### src/rtl/dram_bridge_pkg.sv
// dram_bridge_pkg
//   Shared definitions for the RAM2 DRAM bridge: FSM state encoding, the
//   native application-interface command codes, and line geometry
//   (four 32-bit words per 128-bit line).
package dram_bridge_pkg;

  typedef enum logic [2:0] {
    ST_IDLE    = 3'd0,
    ST_RD_CMD  = 3'd1,
    ST_RD_WAIT = 3'd2,
    ST_WR_XFER = 3'd3,
    ST_DONE    = 3'd4
  } state_t;

  localparam logic [2:0] APP_CMD_READ  = 3'b001;
  localparam logic [2:0] APP_CMD_WRITE = 3'b000;

  localparam int LINE_WORDS = 4;
  // Tag is the full word address above the line offset: dram_addr[31:4].
  localparam int TAG_W      = 28;

  // Byte mask for a single-word write: 1 = keep, 0 = write. Only the four
  // byte enables of the selected lane are cleared.
  function automatic logic [15:0] lane_mask(input logic [1:0] w);
    return ~(16'h000F << {w, 2'b00});
  endfunction

endpackage

### src/rtl/dram_bridge_line_buffer.sv
// line_buffer
//   One-line read buffer: 128-bit data, tag and valid bit.
//   Ports:
//     clk, rst        clock, asynchronous active-high reset (clears tag/valid)
//     invalidate      synchronous drop of the valid bit
//     fill_en         load a whole line plus its tag and mark it valid
//     fill_data/tag   line and tag to load
//     word_we         overwrite one 32-bit lane (write-through path)
//     word_sel/data   lane index and word for word_we
//     line_data, tag, valid   current contents
module line_buffer
  import dram_bridge_pkg::*;
(
  input  logic             clk,
  input  logic             rst,
  input  logic             invalidate,
  input  logic             fill_en,
  input  logic [127:0]     fill_data,
  input  logic [TAG_W-1:0] fill_tag,
  input  logic             word_we,
  input  logic [1:0]       word_sel,
  input  logic [31:0]      word_data,
  output logic [127:0]     line_data,
  output logic [TAG_W-1:0] tag,
  output logic             valid
);

  logic [127:0]     data_q, data_d;
  logic [TAG_W-1:0] tag_q, tag_d;
  logic             valid_q, valid_d;

  always_comb begin
    data_d  = data_q;
    tag_d   = tag_q;
    valid_d = valid_q;
    if (fill_en) begin
      data_d  = fill_data;
      tag_d   = fill_tag;
      valid_d = 1'b1;
    end else if (word_we) begin
      data_d[{word_sel, 5'b00000} +: 32] = word_data;
    end
    if (invalidate) begin
      valid_d = 1'b0;
    end
  end

  always_ff @(posedge clk or posedge rst) begin
    if (rst) begin
      tag_q   <= '0;
      valid_q <= 1'b0;
    end else begin
      tag_q   <= tag_d;
      valid_q <= valid_d;
    end
  end

  // Line contents are meaningless while valid is low, so they carry no reset.
  always_ff @(posedge clk) begin
    data_q <= data_d;
  end

  assign line_data = data_q;
  assign tag       = tag_q;
  assign valid     = valid_q;

endmodule

### src/rtl/dram_bridge.sv
// dram_bridge
//   Responder for the single-word RAM2 request port. Each 32-bit read or
//   write becomes one 128-bit transaction on a native DRAM-controller
//   application interface; dram_wait stalls the initiator until done.
//   A one-line read buffer lets reads within the last fetched line finish
//   with zero wait states; writes that hit it are written through.
//   Ports:
//     clk, rst                         clock, asynchronous active-high reset
//     dram_addr/_write_data            request address and write word
//     dram_read_enable/_write_enable   request strobes, held while waiting
//     dram_read_data                   registered read word
//     dram_wait                        combinational stall
//     app_addr/_cmd/_en/_rdy           backend command channel
//     app_wdf_data/_mask/_wren/_end/_rdy   backend write-data channel
//     app_rd_data/_valid               backend read-data channel
//     init_calib_complete              backend ready for traffic
module dram_bridge
  import dram_bridge_pkg::*;
#(
  parameter int APP_ADDR_WIDTH = 28,
  parameter int LINE_WIDTH     = 128
) (
  input  logic                      clk,
  input  logic                      rst,
  input  logic [31:0]               dram_addr,
  output logic [31:0]               dram_read_data,
  input  logic [31:0]               dram_write_data,
  input  logic                      dram_read_enable,
  input  logic                      dram_write_enable,
  output logic                      dram_wait,
  output logic [APP_ADDR_WIDTH-1:0] app_addr,
  output logic [2:0]                app_cmd,
  output logic                      app_en,
  input  logic                      app_rdy,
  output logic [LINE_WIDTH-1:0]     app_wdf_data,
  output logic [LINE_WIDTH/8-1:0]   app_wdf_mask,
  output logic                      app_wdf_wren,
  output logic                      app_wdf_end,
  input  logic                      app_wdf_rdy,
  input  logic [LINE_WIDTH-1:0]     app_rd_data,
  input  logic                      app_rd_data_valid,
  input  logic                      init_calib_complete
);

  state_t           state_q, state_d;
  logic [31:0]      rd_data_q, rd_data_d;
  logic             cmd_done_q, cmd_done_d;
  logic             data_done_q, data_done_d;

  logic [1:0]       word_sel;
  logic [TAG_W-1:0] req_tag;
  logic [127:0]     buf_line;
  logic [TAG_W-1:0] buf_tag;
  logic             buf_valid;
  logic             hit;
  logic [31:0]      buf_word;
  logic [31:0]      rsp_word;
  logic             fill_en;
  logic             word_we;
  logic             unused_addr_bits;

  assign word_sel = dram_addr[3:2];
  assign req_tag  = dram_addr[31:4];
  assign hit      = buf_valid && (buf_tag == req_tag);
  assign buf_word = buf_line[{word_sel, 5'b00000} +: 32];
  assign rsp_word = app_rd_data[{word_sel, 5'b00000} +: 32];

  assign unused_addr_bits = ^dram_addr[1:0];

  // Reset already clears the valid bit; no other event has to drop the line.
  line_buffer u_line_buffer (
    .clk        (clk),
    .rst        (rst),
    .invalidate (1'b0),
    .fill_en    (fill_en),
    .fill_data  (app_rd_data),
    .fill_tag   (req_tag),
    .word_we    (word_we),
    .word_sel   (word_sel),
    .word_data  (dram_write_data),
    .line_data  (buf_line),
    .tag        (buf_tag),
    .valid      (buf_valid)
  );

  assign app_addr     = {dram_addr[APP_ADDR_WIDTH-1:4], 4'b0000};
  assign app_wdf_data = {LINE_WORDS{dram_write_data}};
  assign app_wdf_mask = lane_mask(word_sel);
  assign app_wdf_end  = app_wdf_wren;

  always_comb begin
    state_d      = state_q;
    rd_data_d    = rd_data_q;
    cmd_done_d   = cmd_done_q;
    data_done_d  = data_done_q;
    dram_wait    = 1'b0;
    app_en       = 1'b0;
    app_cmd      = APP_CMD_READ;
    app_wdf_wren = 1'b0;
    fill_en      = 1'b0;
    word_we      = 1'b0;

    unique case (state_q)
      ST_IDLE: begin
        if (dram_read_enable || dram_write_enable) begin
          if (!init_calib_complete) begin
            dram_wait = 1'b1;
          end else if (dram_write_enable) begin
            // A write wins over a simultaneous read.
            dram_wait   = 1'b1;
            state_d     = ST_WR_XFER;
            cmd_done_d  = 1'b0;
            data_done_d = 1'b0;
            word_we     = hit;
          end else if (hit) begin
            rd_data_d = buf_word;
          end else begin
            dram_wait = 1'b1;
            state_d   = ST_RD_CMD;
          end
        end
      end

      ST_RD_CMD: begin
        dram_wait = 1'b1;
        app_en    = 1'b1;
        app_cmd   = APP_CMD_READ;
        if (app_rdy) begin
          state_d = ST_RD_WAIT;
        end
      end

      ST_RD_WAIT: begin
        dram_wait = 1'b1;
        if (app_rd_data_valid) begin
          fill_en   = 1'b1;
          rd_data_d = rsp_word;
          state_d   = ST_DONE;
        end
      end

      ST_WR_XFER: begin
        // Command and data channels handshake independently; leave once
        // both have been accepted, including in the same cycle.
        dram_wait    = 1'b1;
        app_cmd      = APP_CMD_WRITE;
        app_en       = !cmd_done_q;
        app_wdf_wren = !data_done_q;
        if (app_en && app_rdy) begin
          cmd_done_d = 1'b1;
        end
        if (app_wdf_wren && app_wdf_rdy) begin
          data_done_d = 1'b1;
        end
        if (cmd_done_d && data_done_d) begin
          state_d = ST_DONE;
        end
      end

      ST_DONE: begin
        state_d = ST_IDLE;
      end

      default: begin
        state_d = ST_IDLE;
      end
    endcase
  end

  always_ff @(posedge clk or posedge rst) begin
    if (rst) begin
      state_q     <= ST_IDLE;
      rd_data_q   <= '0;
      cmd_done_q  <= 1'b0;
      data_done_q <= 1'b0;
    end else begin
      state_q     <= state_d;
      rd_data_q   <= rd_data_d;
      cmd_done_q  <= cmd_done_d;
      data_done_q <= data_done_d;
    end
  end

  assign dram_read_data = rd_data_q;

endmodule
### config.mk
export PLATFORM = sky130hd
export DESIGN_NAME = dram_bridge
export DESIGN_NICKNAME = d
export VERILOG_FILES = /design/src/rtl/dram_bridge_pkg.sv /design/src/rtl/dram_bridge_line_buffer.sv /design/src/rtl/dram_bridge.sv
export SDC_FILE = /design/constraint.sdc
export NUM_CORES = 1
export LEC_CHECK = 0
export BUFFER_PORTS_ARGS = -buffer_cell sky130_fd_sc_hd__buf_2
export CORE_MARGIN = 3
export CORE_UTILIZATION = 29
export CTS_CLUSTER_DIAMETER = 80
export DETAILED_ROUTE_END_ITERATION = 10
export SLEW_MARGIN = 20
export SYNTH_ARGS = -nofsm -noshare
export SYNTH_HDL_FRONTEND = slang
export SYNTH_HIERARCHICAL = 1
export SYNTH_SLANG_ARGS = --single-unit
### constraint.sdc
create_clock -name clk -period 3.7 [get_ports clk]
set_clock_uncertainty 0.2 [all_clocks]
set_input_delay 0.185 -clock clk [delete_from_list [all_inputs] [get_ports clk]]
set_output_delay 0.185 -clock clk [all_outputs]
set_load 0.02 [all_outputs]
---- Word-level counts from Yosys, hierarchy flattened ----
Cells that the tools add are included.
word-level totals
  register bits ........................... 194
  input port bits ......................... 200
  logic and storage cells ................. 82
cells by class
  reduce and logical (&&, ||, !) cells .... 15
  bitwise logic cells ..................... 1
  add/subtract/negate cells ............... 1
  shifts and indexed selects .............. 5
  equality and inequality tests ........... 13
  mux-type cells .......................... 40
operators with widths
  cell                                                                      number
  128-bit two-way mux                                                       2
  128-bit by 8-bit indexed part select with 32-bit output                   2
  32-bit two-way mux                                                        5
  128-bit bitwise mux                                                       1
  32-bit by 9-bit variable shift with 128-bit output, first input constant  1
  32-bit by 9-bit indexed part select with 128-bit output                   1
  32-bit case mux with 2 select lines                                       1
  28-bit == test                                                            1
  3-bit two-way mux                                                         7
  1-bit two-way mux                                                         19
  2-bit inequality test, second input constant                              8
  16-bit inverter                                                           1
  4-bit by 4-bit left shift with 16-bit output, first input constant        1
  3-bit case mux with 4 select lines                                        1
  6-bit AND reduction                                                       2
  7-bit negation with 9-bit output                                          1
  1-bit case mux with 2 select lines                                        4
  3-bit by 2-bit == test with 1-bit output, second input constant           2
  2-bit nonzero test                                                        3
  1-bit logical AND                                                         4
  4-bit AND reduction                                                       1
  3-bit by 1-bit == test with 1-bit output, second input constant           1
  3-bit logical NOT                                                         1
  3-bit inequality test, second input constant                              1
  3 further kinds                                                           4

---- Logic depth before layout (Yosys ltp) ----
Gate-level depths: netlist of run 1.
  depth in word-level cells ............... 8
  mapped depth ............................ 10
  mapped depth without buffers ............ 7

---- By module ----
Netlist of run 1, hierarchy kept.
by module, submodules not included
  module       instances  area each (um2)  cells each
  line_buffer  1          6,802.8          417
  dram_bridge  1          5,317.6          700

---- Least setup slack after synthesis of run 1 ----
Ideal clock, no wire load.
  kind .................................... reg-to-reg
  start ................................... reg state_q[1]
  end ..................................... reg u_line_buffer.data_q[0] (netlist: u_line_buffer/line_data[0]), enable pin
  period minus slack after synthesis ...... 2.685 ns
  path slack .............................. 1.015 ns
  arrival time ............................ 2.097 ns
  cell stages (with the launch flop) ...... 7
  setup time .............................. 0.388 ns
  cell sequence ........................... dfrtp_1 -> clkbuf_1 -> nand2_1 -> nor3_1 -> buf_6 -> clkbuf_1 -> a21o_1
on the way
  cells in the longest elaborated chain, start to end .. 3
  elaborated cells on any way between the ends .. 5
RTL lines
  what                                      line                           source
  from (decl)                               dram_bridge.sv:45              state_t state_q, state_d;
  from (signal assigned)                    dram_bridge.sv:177             state_q <= state_d;
  3-bit by 2-bit == test with 1-bit output  dram_bridge.sv:103             unique case (state_q)
  1-bit two-way mux                         dram_bridge.sv:103
  via fill_en                               dram_bridge.sv:58              logic fill_en;
  2-bit nonzero test (no line)              --
  to (signal assigned)                      dram_bridge_line_buffer.sv:60  data_q <= data_d;
  to (decl)                                 dram_bridge_line_buffer.sv:28  logic [127:0] data_q, data_d;
The timed path passes the listed nets, and every way through them passes these cells.
A chain may end at the register's enable or synchronous reset.

---- Worst setup path in the final report of run 1 ----
  start ................................... reg state_q[1]
  end ..................................... reg u_line_buffer.data_q[48] (netlist: u_line_buffer/line_data[48]) (data pin)
on the way
  cells in the longest elaborated chain, start to end .. 3
RTL lines
  what                                      line                           source
  3-bit by 2-bit == test with 1-bit output  dram_bridge.sv:103
  1-bit two-way mux                         dram_bridge.sv:103
  via fill_en                               dram_bridge.sv:58
  128-bit two-way mux                       dram_bridge_line_buffer.sv:36  if (fill_en) begin
  via u_line_buffer.data_d[48]              dram_bridge_line_buffer.sv:28
The timed path passes the listed nets, and every way through them passes these cells.

==> results of run 1 <==
how the worst max path moves through the flow:
stage                                                         to  slack (ns)
after floorplan             u_line_buffer/line_data[0]$_DFFE_PP_        1.02
after global placement    u_line_buffer/line_data[106]$_DFFE_PP_        0.78
after detailed placement  u_line_buffer/line_data[107]$_DFFE_PP_        0.75
after CTS                  u_line_buffer/line_data[36]$_DFFE_PP_        0.68
after global routing       u_line_buffer/line_data[48]$_DFFE_PP_        0.49
final                      u_line_buffer/line_data[48]$_DFFE_PP_        0.59
cell usage after synthesis, types with 2 or more instances:
cell	n	area share, %
buf_2	32	1.3
and2_1	3	0.15
nand2b_1	2	0.10
clkbuf_1	55	1.7
a21oi_1	34	1.4
nand3_1	126	5.2
a32o_1	128	11
nor4_1	2	0.10
nor3b_1	2	0.12
xnor2_1	20	1.4
nor3_1	2	0.083
mux2i_1	65	5.4
edfxtp_1	128	32
buf_4	173	11
a21o_1	5	0.31
nand4_1	37	1.9
o21ai_0	37	1.5
xor2_1	5	0.36
nand2_1	7	0.22
dfrtp_1	66	14
a31oi_1	2	0.10
ha_1	5	0.52
nor2_1	43	1.3
buf_1	3	0.093
inv_1	12	0.37
mux2_2	54	5.0
nor2b_1	39	2.0
mux2_1	6	0.56
buf_6	11	1.0
routing by layer:
layer | global-route usage (%) | part of all wire [%] | up-vias
li1 | - | - | 4841
met1 | 23.4 | 40 | 5274
met2 | 33.0 | 50 | 545
met3 | 3.99 | 8.1 | 58
met4 | 5.06 | 1.7 | 2
met5 | 0 | 0.030 | -
critical path, delay by kind of cell, from the launching register on:
family	cells	cell delay, ns
AOI/OAI and AO/OA	1	0.32
buffers and inverters	3	1.36
and+or+nand+nor	3	0.39
DFF	1	0.54
layout make-up:
type / instances / area, um2
fillers: 3949 / 24900
repair buffers: 647 / 4490
clock buffers: 20 / 437
diodes: 4 / 10.0
multi-input cells: 642 / 4870
flip-flops and latches: 194 / 5500
inverters: 12 / 46.3
well taps: 532 / 666
clock inverters: 12 / 108
sequential cells by signal, indices dropped and copies added, names as in the netlist:
signal / cells
u_line_buffer/tag: 28
u_line_buffer/line_data: 128
dram_read_data: 32
u_line_buffer/valid: 1
cmd_done_q: 1
state_q: 3
data_done_q: 1
through the flow:
stage / utilization, % / setup slack [ns] / instance area [um2] / total power [mW] / hold WS [ns]
floorplan: - / 1.02 / 12100 / 5.63 / 0.0631
global placement: 32.5 / 0.783 / 13300 / 6.52 / 0.246
detailed placement: 32.5 / 0.748 / 13300 / 6.59 / 0.120
CTS: 39.2 / 0.676 / 16100 / 8.70 / 0.00000833
global route: 39.3 / 0.485 / 16100 / 9.12 / 0.0231
finish: 39.3 / 0.590 / 16100 / 8.65 / 0.0285
report_power, final:
part | leakage [nW] | total (mW) | switching (mW) | internal [mW]
sequential | 2.01 | 3.27 | 0.275 | 2.99
clock | 0.261 | 1.82 | 0.890 | 0.932
combinational | 4.33 | 3.56 | 2.06 | 1.50
layout by cell type, fill, tap and decap left out, drive strengths merged, types with 6 or more instances in the layout:
cell type,netlist,final
a21oi,34,34
a32o,128,128
buf,219,424
clkbuf,56,20
clkinv,0,6
conb,1,7
dfrtp,66,66
dlygate4sd3,0,223
edfxtp,128,128
inv,12,14
mux2,60,60
mux2i,65,65
nand2,7,7
nand3,126,126
nand4,37,37
nor2,43,43
nor2b,39,39
o21ai,37,37
xnor2,20,20
logic make-up after synthesis:
group,after synthesis,share of synthesized area (%)
AOI/OAI and AO/OA,212,14.4
xor gates and xnor gates,25,1.81
adders and majority gates,5,0.516
buffers and inverters,287,15.3
DFF,194,45.3
muxes,125,10.9
other,1,0.0309
and+or+nand+nor,268,11.7
what timing repair did:
item | in CTS | in global routing
endpoints found under the hold margin | 257 | 0
hold buffers | 223 | 0
setup buffers | 0 | 0
==> impl_metrics.env, run 1 <==
export IMPL_gp_congestion=0.802
export IMPL_ant_nets=0
export IMPL_ys_types=42
export IMPL_grt_first_pass_wirelength_um=64000
export IMPL_slew_violations=0
export IMPL_min_path_type="input port to register"
export IMPL_drive_gt1_share_pct=34.6
export IMPL_dieWidth_um=210
export IMPL_synth_edf_count=128
export IMPL_tritoncts="yes"
export IMPL_hp_start="dram_write_data[21]"
export IMPL_r2r_cells=7
export IMPL_synth_async_reset_ratio_pct=34.0
export IMPL_cp_start_kind="register"
export IMPL_path_clk_slew_ns=0.07
export IMPL_worstPathCellList="nand2_1, nor3_2, buf_4, nor3b_4, buf_4, a32o_1, dlygate4sd3_1"
export IMPL_p_per_area_mw_per_mm2=537
export IMPL_clk_path_buf_depth=2
export IMPL_grt_util_all_layers_pct=18.7
export IMPL_worstSetupPathType="register to register"
export IMPL_netlist_instances=1117
export IMPL_cts_htree_levels=4
export IMPL_post_cts_resized=0
export IMPL_ys_seq_area_share_pct=45.3
export IMPL_drv_cap=0
export IMPL_p_leak_nw=6.60
export IMPL_status="finished, final reports clean"
export IMPL_synth_seq_cells=194
export IMPL_grt_max_degree=129
export IMPL_ir_drop_v=0.000301
export IMPL_worst_pin_slew_ns=1.14
export IMPL_period_share_pct=84.1
export IMPL_period_minus_slack_ns=3.11
export IMPL_cp_slowest_stage_delay_ns=0.57
export IMPL_cts_root_buf="clkbuf_16"
export IMPL_synthToLayoutAreaGrowth_pct=33.0
export IMPL_ys_flop_type="edfxtp_1"
export IMPL_max_slew_margin_pct=23.7
export IMPL_hold_viol=0
export IMPL_hpwl_um=26500
export IMPL_coreArea_mm2=0.0410
export IMPL_drtIter0Drc=780
export IMPL_cts_buffers=17
export IMPL_crit_path_max_fanout=37
export IMPL_setup_viol=0
export IMPL_wl_per_cell_um=20.9
export IMPL_tns_ns=0
export IMPL_whs_path_depth=2
export IMPL_yosysWarnings=6
export IMPL_grt_pass1_vias=10700
export IMPL_die_area_mm2=0.0443
export IMPL_clock_sinks=194
export IMPL_dpl_cell_count=1803
export IMPL_rsz0062_at_grt="false"
export IMPL_syn_avg_cell_area_um2=10.9
export IMPL_grt_overflow_total=0
export IMPL_final_nets=1719
export IMPL_finalWirelength_um=43200
export IMPL_min_to="u_line_buffer/line_data[117]$_DFFE_PP_"
export IMPL_fmax_mhz=322
export IMPL_worst_r2r_setup_slack_ns=0.59
export IMPL_fin_cells=2063
export IMPL_r2r_end="u_line_buffer/line_data[48]$_DFFE_PP_"
export IMPL_port_buffers=402
export IMPL_timing_rr_start="state_q[1]$_DFFE_PP0P_"
export IMPL_num_rows=74
export IMPL_vias=10700
export IMPL_worstSetupEndpointType="register"
export IMPL_start_util_pct=29.5
export IMPL_vias_per_cell=5.20
export IMPL_drc=0
export IMPL_die_y_um=210
export IMPL_crit_path_top_delay_cell="dlygate4sd3_1"
export IMPL_crit_required_ns=3.69
export IMPL_clock_latency_ns=0.45
export IMPL_synth_area_mm2=0.0121
export IMPL_arrival_ns=3.10
export IMPL_antenna_found_initial=5
export IMPL_firstDrtPassIters=5
export IMPL_cp_startpoint="state_q[1]$_DFFE_PP0P_"
export IMPL_io_pins=411
export IMPL_crit_top_cell="buf_4"
Power figures use the tool's default switching activity.
==> inputs of run 2 (changes only) <==
clock period = 2.87 ns   (was 3.7 ns; I/O delays follow)
==> run 2 against run 1 <==
  * Total power grew 32%
  * Global-route usage grew 0.63 points
  * First-iteration DRC count grew 0.13%
  * Die area is the same
  * Non-clock buffer count grew 16
  * Clock-buffer cell count is the same
  * Core utilization grew 0.66 points
  * Sequential cell count is the same
  * Hold slack gained 0.017 ns
  * Clock power grew 32%
  * Largest power group unchanged
==> impl_metrics.env, run 2 (synthesis results as in run 1) <==
export IMPL_status="finished, final reports clean"
export IMPL_grt_max_degree=85
export IMPL_period_share_pct=94.0
export IMPL_multi_input_area_mm2=0.00487
export IMPL_crit_path_top_delay_cell="dlygate4sd3_1"
export IMPL_die_area_mm2=0.0443
export IMPL_finalWirelength_um=44400
export IMPL_worst_pin_slew_ns=1.09
export IMPL_grt_first_pass_wirelength_um=65100
export IMPL_rsz0062_at_grt="false"
export IMPL_tns_ns=0
export IMPL_fmax_mhz=371
export IMPL_wl_met3_um=3700
export IMPL_tritoncts="yes"
export IMPL_wl_per_cell_um=21.4
export IMPL_ant_nets=0
export IMPL_timing_rr_start="state_q[1]$_DFFE_PP0P_"
export IMPL_largest_reg_flops=128
export IMPL_clock_latency_ns=0.45
export IMPL_wl_met2_um=22400
export IMPL_total_power_mw=11.4
export IMPL_final_cell_mix="400 x buf_2, 226 x dlygate4sd3_1, 128 x a32o_1, 128 x edfxtp_1, 126 x nand3_1"
export IMPL_vias_per_cell=5.21
export IMPL_min_path_type="input port to register"
export IMPL_cts_root_buf="clkbuf_16"
export IMPL_crit_required_ns=2.99
export IMPL_hpwl_um=27200
export IMPL_clk_path_buf_depth=2
export IMPL_worstSetupEndpointType="register"
export IMPL_crit_top_cell="buf_4"
export IMPL_dieWidth_um=210
export IMPL_drive_gt1_share_pct=35.4
export IMPL_regArea_mm2=0.00550
export IMPL_num_rows=74
export IMPL_final_common_cell="buf_2"
export IMPL_cp_start_kind="register"
export IMPL_fillers=3980
export IMPL_hp_start="app_rd_data_valid"
export IMPL_p_per_area_mw_per_mm2=695
export IMPL_slew_violations=0
export IMPL_die_y_um=210
export IMPL_ir_drop_v=0.000508
export IMPL_cp_slowest_stage_delay_ns=0.55
export IMPL_drc=0
export IMPL_cts_buffers=17
export IMPL_grt_overflow_total=0
export IMPL_synthToLayoutAreaGrowth_pct=35.3
export IMPL_start_util_pct=29.5
export IMPL_gp_congestion=0.785
export IMPL_firstDrtPassIters=5
export IMPL_coreArea_mm2=0.0410
export IMPL_p_leak_nw=6.75
export IMPL_crit_path_max_fanout=36
export IMPL_clock_sinks=194
export IMPL_setup_viol=0
export IMPL_grt_pass1_vias=10900
export IMPL_worstPathCellList="nand2_1, nor3_2, buf_4, nor3b_4, buf_4, a32o_1, dlygate4sd3_1"
export IMPL_antenna_found_initial=2
export IMPL_port_buffers=402
export IMPL_worstSetupPathType="register to register"
export IMPL_final_nets=1735
export IMPL_drtIter0Drc=781
export IMPL_wl_met1_um=17400
export IMPL_hold_viol=0
export IMPL_grt_util_all_layers_pct=19.4
export IMPL_vias=10800
export IMPL_drv_cap=0
export IMPL_path_clk_slew_ns=0.08
export IMPL_period_minus_slack_ns=2.70
export IMPL_top_layer_used="met4"
export IMPL_arrival_ns=2.82
export IMPL_max_slew_margin_pct=27.2
export IMPL_io_pins=411
export IMPL_cts_htree_levels=4
export IMPL_cp_startpoint="state_q[1]$_DFFE_PP0P_"
==> run 2: changes by cell type in the layout (fill, tap and decap cells not counted), moves of 3 or more <==
cell and delta:
clkbuf_1 -3, dlygate4sd3_1 +3, buf_12 +9, buf_4 +4, clkinvlp_4 -3
==> run 2: power by group <==
group          switching, mW  internal [mW]
sequential             0.366           3.86
combinational           2.71           2.05
clock                   1.16           1.25
total                   4.23           7.16
==> run 2: repair_timing <==
| action | 4_1_cts | 5_1_grt |
|---|---|---|
| setup endpoints to repair | 0 | 64 |
| hold buffers | 226 | 0 |
| gates resized for setup | 0 | 1 |
| endpoints found under the hold margin | 258 | 0 |
| setup buffers | 0 | 0 |
==> run 2: area by class of cell <==
type	instances	area share (%)
sequential	194	33.5
multi-input combinational	642	29.7
timing repair buffer	663	28.8
tap	532	4.06
clock buffer	20	2.98
clock inverter	12	0.557
inverter	12	0.282
antenna	2	0.0305
==> run 2: worst paths after layout <==
kind	to	slack [ns]	cells after the start
worst max-delay path	u_line_buffer/line_data[97]$_DFFE_PP_	0.17	7
worst min-delay path	state_q[1]$_DFFE_PP0P_	0.05	5
worst max register to register	u_line_buffer/line_data[97]$_DFFE_PP_	0.17	7
worst min register to register	dram_read_data[11]$_DFFE_PP0P_	0.29	1
max in group asynchronous	state_q[1]$_DFFE_PP0P_	1.67	3
min in group asynchronous	u_line_buffer/tag[15]$_DFFE_PP0P_	0.13	3
==> run 2: metal layers <==
layer	track usage, %	vias to the layer above
met4	6.14	0
met3	4.82	65
met2	34.4	550
li1	-	4879
met5	0	-
met1	23.1	5319
==> run 2: per-stage QoR <==
| step | hold WS [ns] | worst slack, ns | utilization [%] | cell area, um2 | std cells |
|---|---|---|---|---|---|
| 6_report | 0.0458 | 0.173 | 40.0 | 16400 | 2077 |
| 5_1_grt | 0.0740 | 0.0196 | 40.0 | 16400 | 2077 |
| 4_1_cts | 0.0128 | 0.109 | 39.9 | 16400 | 2074 |
| 3_5_place_dp | 0.0548 | 0.385 | 33.0 | 13500 | 1816 |
| 3_3_place_gp | 0.204 | 0.394 | 33.0 | 13500 | 1816 |
| 2_1_floorplan | 0.0216 | 0.185 | - | 12100 | 1123 |
==> run 2: critical path: cells and delay by family, from the launching register on <==
kind | cells | cell delay [ns]
buffers and inverters | 3 | 1.20
AND/OR/NAND/NOR | 3 | 0.38
flip-flops | 1 | 0.49
AO/OA/AOI/OAI | 1 | 0.26
==> inputs of run 3 (changes only) <==
PLACE_DENSITY_LB_ADDON = 0.1   (was unset)
clock period = 3.3 ns   (was 2.87 ns; I/O delays follow)
==> run 3 against run 2 <==
  * Fmax shrank 9.3%
  * Via count decreased by 2.7%
  * Global-route usage up 0.42 points
  * Critical path type unchanged
  * Setup slack improved by 0.15 ns
  * Highest routed layer is now met5
==> impl_metrics.env, run 3 (synthesis results as in run 1) <==
export IMPL_antenna_found_initial=2
export IMPL_vias_per_cell=5.07
export IMPL_firstDrtPassIters=5
export IMPL_die_y_um=210
export IMPL_switchingPower_mw=3.64
export IMPL_wl_per_cell_um=21.7
export IMPL_min_path_type="input port to register"
export IMPL_crit_path_max_fanout=78
export IMPL_post_cts_resized=0
export IMPL_cts_buffers=17
export IMPL_max_slew_margin_pct=31.0
export IMPL_rsz0062_at_grt="false"
export IMPL_drive_gt1_share_pct=35.3
export IMPL_port_buffers=402
export IMPL_final_nets=1735
export IMPL_swShare_pct=36.9
export IMPL_cellInternalPower_mw=6.21
export IMPL_gp_congestion=0.749
export IMPL_tritoncts="yes"
export IMPL_worstSetupEndpointType="register"
export IMPL_pwr_share_comb_pct=41.5
export IMPL_clock_latency_ns=0.45
export IMPL_hold_viol=0
export IMPL_dieWidth_um=210
export IMPL_grt_overflow_total=0
export IMPL_clkPwrFrac_pct=21.4
export IMPL_ir_drop_v=0.000396
export IMPL_cp_start_kind="register"
export IMPL_cts_root_buf="clkbuf_16"
export IMPL_io_pins=411
export IMPL_grt_max_degree=80
export IMPL_final_cell_mix="400 x buf_2, 226 x dlygate4sd3_1, 128 x a32o_1, 128 x edfxtp_1, 126 x nand3_1"
export IMPL_fillers=4076
export IMPL_grt_pass1_vias=10500
export IMPL_num_rows=74
export IMPL_multi_input_area_mm2=0.00487
export IMPL_path_clk_slew_ns=0.08
export IMPL_largest_reg_flops=128
export IMPL_ant_nets=0
export IMPL_grt_first_pass_wirelength_um=66400
export IMPL_whs_path_depth=5
export IMPL_coreArea_mm2=0.0410
export IMPL_fmax_mhz=336
export IMPL_p_per_area_mw_per_mm2=603
export IMPL_period_share_pct=90.1
export IMPL_r2r_cells=6
export IMPL_start_util_pct=29.5
export IMPL_status="finished, final reports clean"
export IMPL_drtIter0Drc=595
export IMPL_crit_required_ns=3.42
export IMPL_p_seq_share_pct=37.1
export IMPL_finalWirelength_um=45000
export IMPL_vias=10500
export IMPL_p_leak_nw=6.72
export IMPL_grt_util_all_layers_pct=19.8
export IMPL_hpwl_um=28500
export IMPL_synthToLayoutAreaGrowth_pct=34.9
export IMPL_arrival_ns=3.09
export IMPL_setup_viol=0
export IMPL_worst_pin_slew_ns=1.04
export IMPL_final_common_cell="buf_2"
export IMPL_clk_path_buf_depth=2
export IMPL_holdWs_ns=0.105
export IMPL_worst_r2r_setup_slack_ns=0.33
export IMPL_drc=0
export IMPL_cts_htree_levels=4
export IMPL_period_minus_slack_ns=2.97
export IMPL_drv_cap=0
export IMPL_clock_sinks=194
export IMPL_tns_ns=0
export IMPL_regArea_mm2=0.00550
export IMPL_worstSetupPathType="register to register"
export IMPL_slew_violations=0
export IMPL_die_area_mm2=0.0443
[run 3: per-layer routing]
layer,routed length (um),GRT usage (%)
met5,11,0
met4,512,4.57
met3,2470,3.42
met2,22500,34.5
met1,19500,25.8
[run 3: repair_timing]
action                                 in CTS  in global routing
buffers inserted                            0                  0
hold buffers                              226                  0
endpoints found under the hold margin     230                  0
[run 3: power groups by stage]
stage / logic, mW / clock network [mW] / registers [mW]
6_report: 4.09 / 2.11 / 3.65
5_1_grt: 4.44 / 2.27 / 3.74
4_1_cts: 4.13 / 2.18 / 3.66
3_5_place_dp: 3.80 / 0 / 3.72
3_3_place_gp: 3.80 / 0 / 3.70
2_1_floorplan: 2.44 / 0 / 3.87
[run 3: path summary, 6_finish.rpt]
kind / start / endpoint
setup / recovery: state_q[1]$_DFFE_PP0P_ / u_line_buffer/line_data[34]$_DFFE_PP_
hold / removal: dram_read_enable / state_q[1]$_DFFE_PP0P_
setup reg to reg: state_q[1]$_DFFE_PP0P_ / u_line_buffer/line_data[34]$_DFFE_PP_
hold reg to reg: dram_read_data[9]$_DFFE_PP0P_ / dram_read_data[9]$_DFFE_PP0P_
max in group asynchronous: rst / dram_read_data[0]$_DFFE_PP0P_
min in group asynchronous: rst / u_line_buffer/valid$_DFFE_PP0P_
[run 3: critical path, cell delays in order, from the launching register on]
cell and delay [ns]:
dfrtp_1 0.52, nand2_1 0.14, nor3_2 0.12, buf_4 0.25
buf_4 0.75, a32o_1 0.23, dlygate4sd3_1 0.55
[run 3: layout make-up]
cell class                      instances  share of cell area, %
Sequential cell                       194                   33.6
Multi-Input combinational cell        642                   29.8
Timing Repair Buffer                  663                   28.7
Tap cell                              532                   4.07
Clock buffer                           20                   2.86
Clock inverter                         12                  0.651
Inverter                               12                  0.276
Antenna cell                            1                 0.0153
[run 3: metrics by stage]
step	area [um2]	worst slack, ns	power [mW]	utilization [%]	std cells
after global routing	16300	0.198	10.4	39.8	2076
final	16300	0.328	9.85	39.8	2076
after global placement	13500	0.484	7.49	32.9	1816
after CTS	16300	0.354	9.98	39.8	2074
after floorplan	12100	0.615	6.31	-	1123
after detailed placement	13500	0.501	7.52	32.9	1816
